[src/rtl/m_ext_sequencer_if.sv]
// m_ext_sequencer_if
//   Bundles the execute-stage request/response signals and the external
//   multiplier handshake of the RV32M sequencer.
//
//   Request side   : start, funct3, rs1_data, rs2_data
//   Response side  : busy, done, result
//   Multiplier side: mul_enable, mul_a, mul_b (to the multiplier controller),
//                    mul_resp, product (back from the Wallace tree)
//
//   slave  modport : the sequencer itself
//   master modport : the pipeline / multiplier environment around it
interface m_ext_sequencer_if;
  logic        start;
  logic [2:0]  funct3;
  logic [31:0] rs1_data;
  logic [31:0] rs2_data;
  logic        mul_resp;
  logic [63:0] product;
  logic        mul_enable;
  logic [31:0] mul_a;
  logic [31:0] mul_b;
  logic        busy;
  logic        done;
  logic [31:0] result;

  modport slave (
    input  start, funct3, rs1_data, rs2_data, mul_resp, product,
    output mul_enable, mul_a, mul_b, busy, done, result
  );

  modport master (
    output start, funct3, rs1_data, rs2_data, mul_resp, product,
    input  mul_enable, mul_a, mul_b, busy, done, result
  );
endinterface

[src/rtl/m_ext_sequencer.sv]
// m_ext_sequencer
//   Multi-cycle sequencer for the RV32M extension. Multiplies are handed to
//   an external unsigned multiplier as operand magnitudes and the 64-bit
//   product is sign-corrected on return. Divides run a 32-step restoring
//   divider on magnitudes, followed by sign correction. Divide-by-zero and
//   signed overflow skip the iteration and go straight to sign correction
//   with the architecturally defined results preloaded.
//
// Ports
//   clk  : clock, all state on the rising edge
//   rst  : synchronous, active-high reset
//   bus  : m_ext_sequencer_if.slave
//          start/funct3/rs1_data/rs2_data  request from execute stage
//          busy/done/result                stall, completion pulse, value
//          mul_enable/mul_a/mul_b          request to multiplier controller
//          mul_resp/product                multiplier completion and result
module m_ext_sequencer (
  input logic                  clk,
  input logic                  rst,
  m_ext_sequencer_if.slave     bus
);

  localparam int DATA_W = 32;

  localparam logic [2:0] S_IDLE     = 3'd0;
  localparam logic [2:0] S_MUL_REQ  = 3'd1;
  localparam logic [2:0] S_MUL_WAIT = 3'd2;
  localparam logic [2:0] S_DIV_ITER = 3'd3;
  localparam logic [2:0] S_FIXUP    = 3'd4;
  localparam logic [2:0] S_DONE     = 3'd5;

  localparam logic [2:0] OP_MUL = 3'b000;

  function automatic logic [DATA_W-1:0] neg32(input logic [DATA_W-1:0] x);
    neg32 = ~x + {{(DATA_W-1){1'b0}}, 1'b1};
  endfunction

  function automatic logic [2*DATA_W-1:0] neg64(input logic [2*DATA_W-1:0] x);
    neg64 = ~x + {{(2*DATA_W-1){1'b0}}, 1'b1};
  endfunction

  // Two's-complement magnitude; 0x80000000 maps onto itself, which read as
  // unsigned is exactly the magnitude of INT_MIN.
  function automatic logic [DATA_W-1:0] mag32(input logic [DATA_W-1:0] x,
                                              input logic              neg);
    mag32 = neg ? neg32(x) : x;
  endfunction

  logic [2:0]        state_q, state_d;
  logic [2:0]        op_q, op_d;
  logic [DATA_W-1:0] a_q, a_d;
  logic [DATA_W-1:0] b_q, b_d;
  logic              qneg_q, qneg_d;     // quotient / product must be negated
  logic              rneg_q, rneg_d;     // remainder must be negated
  logic [DATA_W-1:0] quo_q, quo_d;
  logic [DATA_W-1:0] rem_q, rem_d;
  logic [4:0]        cnt_q, cnt_d;
  logic              fix_ph_q, fix_ph_d;
  logic [DATA_W-1:0] result_q, result_d;

  // Operand decode for the incoming request
  logic              sgn_a, sgn_b;
  logic              neg_a, neg_b;
  logic [DATA_W-1:0] mag_a, mag_b;
  logic              div_zero, div_ovf;

  always_comb begin
    if (bus.funct3[2]) begin
      // DIV/REM signed, DIVU/REMU unsigned
      sgn_a = ~bus.funct3[0];
      sgn_b = ~bus.funct3[0];
    end else begin
      // MUL/MULH both signed, MULHSU only A signed, MULHU neither
      sgn_a = (bus.funct3[1:0] != 2'b11);
      sgn_b = ~bus.funct3[1];
    end
  end

  assign neg_a    = sgn_a & bus.rs1_data[DATA_W-1];
  assign neg_b    = sgn_b & bus.rs2_data[DATA_W-1];
  assign mag_a    = mag32(bus.rs1_data, neg_a);
  assign mag_b    = mag32(bus.rs2_data, neg_b);
  assign div_zero = (bus.rs2_data == '0);
  assign div_ovf  = ~bus.funct3[0] &
                    (bus.rs1_data == 32'h8000_0000) &
                    (bus.rs2_data == 32'hFFFF_FFFF);

  // Restoring-divide step: shift the next dividend bit into the partial
  // remainder and subtract the divisor when it fits. The subtraction only
  // matters when rem_sh >= divisor, in which case the difference fits in
  // 32 bits, so a 32-bit modular subtract is sufficient.
  logic [DATA_W:0]   rem_sh;
  logic              rem_ge;
  logic [DATA_W-1:0] rem_sub;

  assign rem_sh  = {rem_q, quo_q[DATA_W-1]};
  assign rem_ge  = (rem_sh >= {1'b0, b_q});
  assign rem_sub = rem_sh[DATA_W-1:0] - b_q;

  // Sign-corrected product, only used while the response is present
  logic [2*DATA_W-1:0] prod_fix;

  assign prod_fix = qneg_q ? neg64(bus.product) : bus.product;

  always_comb begin
    state_d  = state_q;
    op_d     = op_q;
    a_d      = a_q;
    b_d      = b_q;
    qneg_d   = qneg_q;
    rneg_d   = rneg_q;
    quo_d    = quo_q;
    rem_d    = rem_q;
    cnt_d    = cnt_q;
    fix_ph_d = fix_ph_q;
    result_d = result_q;

    case (state_q)
      S_IDLE: begin
        fix_ph_d = 1'b0;
        if (bus.start) begin
          op_d   = bus.funct3;
          a_d    = mag_a;
          b_d    = mag_b;
          qneg_d = neg_a ^ neg_b;
          rneg_d = neg_a;
          if (!bus.funct3[2]) begin
            state_d = S_MUL_REQ;
          end else if (div_zero) begin
            // Quotient all ones, remainder is the untouched dividend
            quo_d   = 32'hFFFF_FFFF;
            rem_d   = bus.rs1_data;
            qneg_d  = 1'b0;
            rneg_d  = 1'b0;
            state_d = S_FIXUP;
          end else if (div_ovf) begin
            quo_d   = 32'h8000_0000;
            rem_d   = '0;
            qneg_d  = 1'b0;
            rneg_d  = 1'b0;
            state_d = S_FIXUP;
          end else begin
            quo_d   = mag_a;
            rem_d   = '0;
            cnt_d   = '0;
            state_d = S_DIV_ITER;
          end
        end
      end

      S_MUL_REQ: begin
        state_d = S_MUL_WAIT;
      end

      S_MUL_WAIT: begin
        if (bus.mul_resp) begin
          result_d = (op_q == OP_MUL) ? prod_fix[DATA_W-1:0]
                                      : prod_fix[2*DATA_W-1:DATA_W];
          state_d  = S_DONE;
        end
      end

      S_DIV_ITER: begin
        if (rem_ge) begin
          rem_d = rem_sub;
          quo_d = {quo_q[DATA_W-2:0], 1'b1};
        end else begin
          rem_d = rem_sh[DATA_W-1:0];
          quo_d = {quo_q[DATA_W-2:0], 1'b0};
        end
        cnt_d = cnt_q + 5'd1;
        if (cnt_q == 5'd31) begin
          state_d = S_FIXUP;
        end
      end

      S_FIXUP: begin
        // Two phases: sign correction of quotient and remainder, then the
        // quotient/remainder select into the result register.
        if (!fix_ph_q) begin
          quo_d    = qneg_q ? neg32(quo_q) : quo_q;
          rem_d    = rneg_q ? neg32(rem_q) : rem_q;
          fix_ph_d = 1'b1;
        end else begin
          result_d = op_q[1] ? rem_q : quo_q;
          fix_ph_d = 1'b0;
          state_d  = S_DONE;
        end
      end

      S_DONE: begin
        state_d = S_IDLE;
      end

      default: begin
        state_d = S_IDLE;
      end
    endcase
  end

  always_ff @(posedge clk) begin
    if (rst) begin
      state_q  <= S_IDLE;
      op_q     <= '0;
      a_q      <= '0;
      b_q      <= '0;
      qneg_q   <= 1'b0;
      rneg_q   <= 1'b0;
      quo_q    <= '0;
      rem_q    <= '0;
      cnt_q    <= '0;
      fix_ph_q <= 1'b0;
      result_q <= '0;
    end else begin
      state_q  <= state_d;
      op_q     <= op_d;
      a_q      <= a_d;
      b_q      <= b_d;
      qneg_q   <= qneg_d;
      rneg_q   <= rneg_d;
      quo_q    <= quo_d;
      rem_q    <= rem_d;
      cnt_q    <= cnt_d;
      fix_ph_q <= fix_ph_d;
      result_q <= result_d;
    end
  end

  assign bus.mul_enable = (state_q == S_MUL_REQ);
  assign bus.mul_a      = a_q;
  assign bus.mul_b      = b_q;
  assign bus.busy       = (state_q != S_IDLE);
  assign bus.done       = (state_q == S_DONE);
  assign bus.result     = result_q;

endmodule

[src/flat_wrapper.sv]
// flat-port wrapper written by rule: the top's interface ports become plain ports
module m_ext_sequencer_flat 
  (clk, rst, bus_start, bus_funct3, bus_rs1_data, bus_rs2_data, bus_mul_resp, bus_product, bus_mul_enable, bus_mul_a, bus_mul_b, bus_busy, bus_done, bus_result);
  m_ext_sequencer_if bus_i ();
  input logic clk;
  input logic rst;
  input wire logic [$bits(bus_i.start)-1:0] bus_start;
  input wire logic [$bits(bus_i.funct3)-1:0] bus_funct3;
  input wire logic [$bits(bus_i.rs1_data)-1:0] bus_rs1_data;
  input wire logic [$bits(bus_i.rs2_data)-1:0] bus_rs2_data;
  input wire logic [$bits(bus_i.mul_resp)-1:0] bus_mul_resp;
  input wire logic [$bits(bus_i.product)-1:0] bus_product;
  output wire logic [$bits(bus_i.mul_enable)-1:0] bus_mul_enable;
  output wire logic [$bits(bus_i.mul_a)-1:0] bus_mul_a;
  output wire logic [$bits(bus_i.mul_b)-1:0] bus_mul_b;
  output wire logic [$bits(bus_i.busy)-1:0] bus_busy;
  output wire logic [$bits(bus_i.done)-1:0] bus_done;
  output wire logic [$bits(bus_i.result)-1:0] bus_result;
  assign bus_i.start = bus_start;
  assign bus_i.funct3 = bus_funct3;
  assign bus_i.rs1_data = bus_rs1_data;
  assign bus_i.rs2_data = bus_rs2_data;
  assign bus_i.mul_resp = bus_mul_resp;
  assign bus_i.product = bus_product;
  assign bus_mul_enable = bus_i.mul_enable;
  assign bus_mul_a = bus_i.mul_a;
  assign bus_mul_b = bus_i.mul_b;
  assign bus_busy = bus_i.busy;
  assign bus_done = bus_i.done;
  assign bus_result = bus_i.result;
  m_ext_sequencer u_core (.clk(clk), .rst(rst), .bus(bus_i));
endmodule
[config.mk]
export PLATFORM = sky130hd
export DESIGN_NAME = m_ext_sequencer_flat
export DESIGN_NICKNAME = d
export VERILOG_FILES = /design/src/rtl/m_ext_sequencer_if.sv /design/src/rtl/m_ext_sequencer.sv /design/src/flat_wrapper.sv
export SDC_FILE = /design/constraint.sdc
export NUM_CORES = 1
export LEC_CHECK = 0
export BUFFER_PORTS_ARGS = -buffer_cell sky130_fd_sc_hd__buf_2
export CAP_MARGIN = 20
export CELL_PAD_IN_SITES_DETAIL_PLACEMENT = 0
export CELL_PAD_IN_SITES_GLOBAL_PLACEMENT = 2
export CORE_UTILIZATION = 35
export DETAILED_ROUTE_END_ITERATION = 7
export HOLD_SLACK_MARGIN = 0.08
export PLACE_DENSITY = 0.95
export RECOVER_POWER = 50
export SETUP_SLACK_MARGIN = 0.2
export SLEW_MARGIN = 30
export SYNTH_ARGS = -nofsm -noshare
export SYNTH_HDL_FRONTEND = slang
export SYNTH_SLANG_ARGS = --single-unit
[constraint.sdc]
create_clock -name clk -period 4.85 [get_ports clk]
set_input_delay 0.7275 -clock clk [delete_from_list [all_inputs] [get_ports clk]]
set_output_delay 0.7275 -clock clk [all_outputs]
set_load 0.02 [all_outputs]
==> metrics.md <==
| Metric | Value |
|---|---|
| Status | `finished with violations` |
| Failing checks | `max-capacitance violations, max-slew violations` |
| H-tree Lvls | `4` |
| Initial antenna violation count | `9` |
| Clock root cell | `clkbuf_16` |
| Via Count | `approximately 16000` |
| Final Slew Violations | `~180` |
| Top Family by Delay on Critical Path | `buffers and inverters` |
| Setup TNS | `0 ns` |
| Die Area | `41870 µm²` |
| Die width | `about 200 µm` |
| Power Density | `roughly 640 nW/µm²` |
| Total CTS buffers | `17` |
| Post-CTS Setup Inserts | `0` |
| Yosys cell types | `81` |
| Fmax | `0.2509 GHz` |
| Clock tree sinks | `~170` |
| Fin Clk Skew | `0.008824 ns` |
| Buffers plus inverters on the worst setup path | `1` |
| Ys flop type | `dfxtp_1` |
| Largest net degree at the start of global routing | `between 80 and 90` |
| Yosys top cell area share | `0.2424` |
| DRC Markers | `0` |
| Top cells by area, synth | `dfxtp_1 (24%), nor2_1 (7.2%), a21oi_1 (5.4%)` |
| Post-cts sizing count | `0` |
| Pre-antenna DRT Iters | `6` |
| Comb power frac | `0.625` |
| Pint | `5.089 mW` |
| Overall routed net length | `56.68 mm` |
| Max Cap Viol | `3` |
| Most common cell after layout, fill and taps aside | `nor2_1` |
| Clk Latency, worst-skew pair | `0.47 ns` |
| IO buf count | `around 230` |
| Leak | `6.046 nW` |
| Worst Hold Class | `reg -> reg` |
| Worst-path fanout max | `63` |
| Commonest cells after routing, fill and taps aside | `nor2_1 (272), nand2_1 (174), dfxtp_1 (172)` |
| Ratio of cells with drive above 1 in the final layout | `0.1099` |
| Post-Syn Instances | `2006` |
| Register area share after synthesis | `0.2424` |
| CTS max path bufs | `2` |
| Switching Share | `0.5109` |
| Average wire per standard cell | `approximately 21 µm` |
| Setup crit end kind | `flop` |
| Vias per cell | `around 5.9` |
| Post-route ant nets | `0` |
| Fill cell count | `approximately 4300` |
| Final net count | `2328` |
| Cell Chain, Critical Path | `or3_1 > nor2_1 > clkbuf_1 > a31oi_1 > o21ai_0 > a21oi_1` |
| Synth area leader | `dfxtp_1` |
| Setup CP Type | `reg -> reg` |
| Vias in the first global route | `14443` |
| Post-Route Utilization | `0.4082` |
| Worst EP required | `5.16 ns` |
| Period utilisation layout | `0.8219` |
| Ys Warns | `0` |
| Worst-Margin Slew | `about 2.6 ns` |
| CTS Hold Bufs | `0` |
| # setup viols final | `0` |
| EDFF count, synth | `0` |
| # rows | `73` |
| Global-route wire length before repair | `about 86 mm` |
| Final WS setup | `approximately 0.86 ns` |
| Switching power | `5.317 mW` |
| Initial Utilization | `0.3583` |
| Reg power frac | `0.231` |
| Area growth syn-to-layout | `13.91%` |
| Reg clk slew, reported paths | `0.07 ns` |
| DR iter-0 viols | `around 1600` |
| Overall Global Routing Usage | `0.2671` |
| Crit path arrival time | `4.29 ns` |
| Crit path launch type | `flop` |
| Core Area | `40100 µm²` |
| Ys async rst share | `0` |
| Dpl ws | `0.6690 ns` |
| Final Hold Viols | `0` |
| IO Count | `234` |
| Max-slew headroom | `-0.7472` |
| Mapped Area | `14370 µm²` |
| Hpwl dp | `43.30 mm` |
| Delay of the slowest critical-path stage | `between 1.5 and 2 ns` |
| VDD IR-drop max | `about 0.00030 V` |
| Seq cells post-synth | `174` |
| Period minus WS final | `3.986 ns` |
| Mean area per synthesized cell | `7.163 µm²` |
| GR Overflow Total | `0` |
| Critical-path top delay cell | `clkbuf_1` |
| Clk pwr share | `0.144` |
| Post-Syn Nets | `2182` |
| RSZ-0062 raised after global routing | `no` |
| Final Wtd Congestion | `0.9703` |
| Die height | `204.6 µm` |
| CTS tree | `yes` |
metrics by stage:
| step | area (µm²) | std cells | hold WS, ns | power, mW |
|---|---|---|---|---|
| after floorplan | 14370 | 2006 | 0.4322 | 7.038 |
| after global placement | 15870 | 2658 | 0.4211 | 8.806 |
| after detailed placement | 15870 | 2658 | 0.4263 | 8.874 |
| after CTS | 16480 | 2690 | 0.4374 | 10.40 |
| after global routing | 16370 | 2697 | 0.4618 | 11.21 |
| final | 16370 | 2697 | 0.4343 | 10.41 |
Yosys cell counts (16+ instances only):
library cell,instances
nor2_1,274
nand2_1,175
dfxtp_1,174
a21oi_1,156
o21ai_0,130
clkbuf_1,114
nor3_1,105
xnor2_1,82
inv_1,70
xor2_1,65
a211oi_1,49
mux2i_1,45
ha_1,40
a221oi_1,33
nand3_1,30
nor4_1,29
o31ai_1,28
or3_1,26
nand4_1,23
or4_1,20
a31oi_1,19
o22ai_1,19
and3_1,18
a21o_1,17
a22oi_1,17
and2_1,16
sequential cells by signal, summed over array words and instances (netlist names):
signal / cells
u_core.bus.result: 32
u_core.bus.mul_a: 32
u_core.qneg_q: 1
u_core.quo_q: 32
u_core.op_q: 3
u_core.rneg_q: 1
u_core.state_q: 3
u_core.rem_q: 32
u_core.bus.mul_b: 32
u_core.fix_ph_q: 1
u_core.cnt_q: 5
worst register-to-register path, stage by stage (launching register included):
cell	delay [ns]
dfxtp_1	0.47
or3_1	0.43
nor2_1	0.25
clkbuf_1	1.75
a31oi_1	0.54
o21ai_0	0.31
a21oi_1	0.09
logic make-up after synthesis:
| group | share of synthesized area |
|---|---|
| buffers and inverters | 0.05947 |
| flip-flops | 0.2424 |
| XOR/XNOR | 0.08960 |
| AND/OR/NAND/NOR | 0.2631 |
| multiplexers | 0.03997 |
| AO/OA/AOI/OAI | 0.2692 |
| adder cells (fa/ha/maj) | 0.03622 |
power by group through the flow:
stage / registers (mW) / logic, mW / clock network [mW]
after global placement: 2.39 / 6.42 / 0
final: 2.40 / 6.51 / 1.50
after global routing: 2.46 / 7.18 / 1.57
after CTS: 2.37 / 6.51 / 1.52
after detailed placement: 2.40 / 6.47 / 0
after floorplan: 2.39 / 4.65 / 0
metal layers:
layer  vias to the layer above  global-route usage  part of all wire
li1                       7646                   -                 -
met1                      7445              0.3691              0.45
met2                       638              0.4187              0.46
met3                        67             0.03500             0.063
met4                         2              0.1021             0.027
met5                         -                   0           0.00023
cell type report:
type                    count  area (µm²)  area share
multi-input cells        1625       10060      0.6145
flip-flops and latches    174        3486      0.2130
repair buffers            264        1271     0.07767
well taps                 525       656.9     0.04013
clock buffers              20       456.7     0.02790
inverters                  70       262.8     0.01605
clock inverters            12       158.9    0.009709
diodes                      7       17.52    0.001070
final timing paths:
path,from,to,slack [ns],cells after the start
worst min-delay path,u_core.bus.result[19],u_core.bus.result[19],0.43,2
worst max-delay path,u_core.state_q[2],u_core.cnt_q[3],0.86,6
worst max register to register,u_core.state_q[2],u_core.cnt_q[3],0.86,6
worst min register to register,u_core.bus.result[19],u_core.bus.result[19],0.43,2
(Power assumes the default switching activity.)
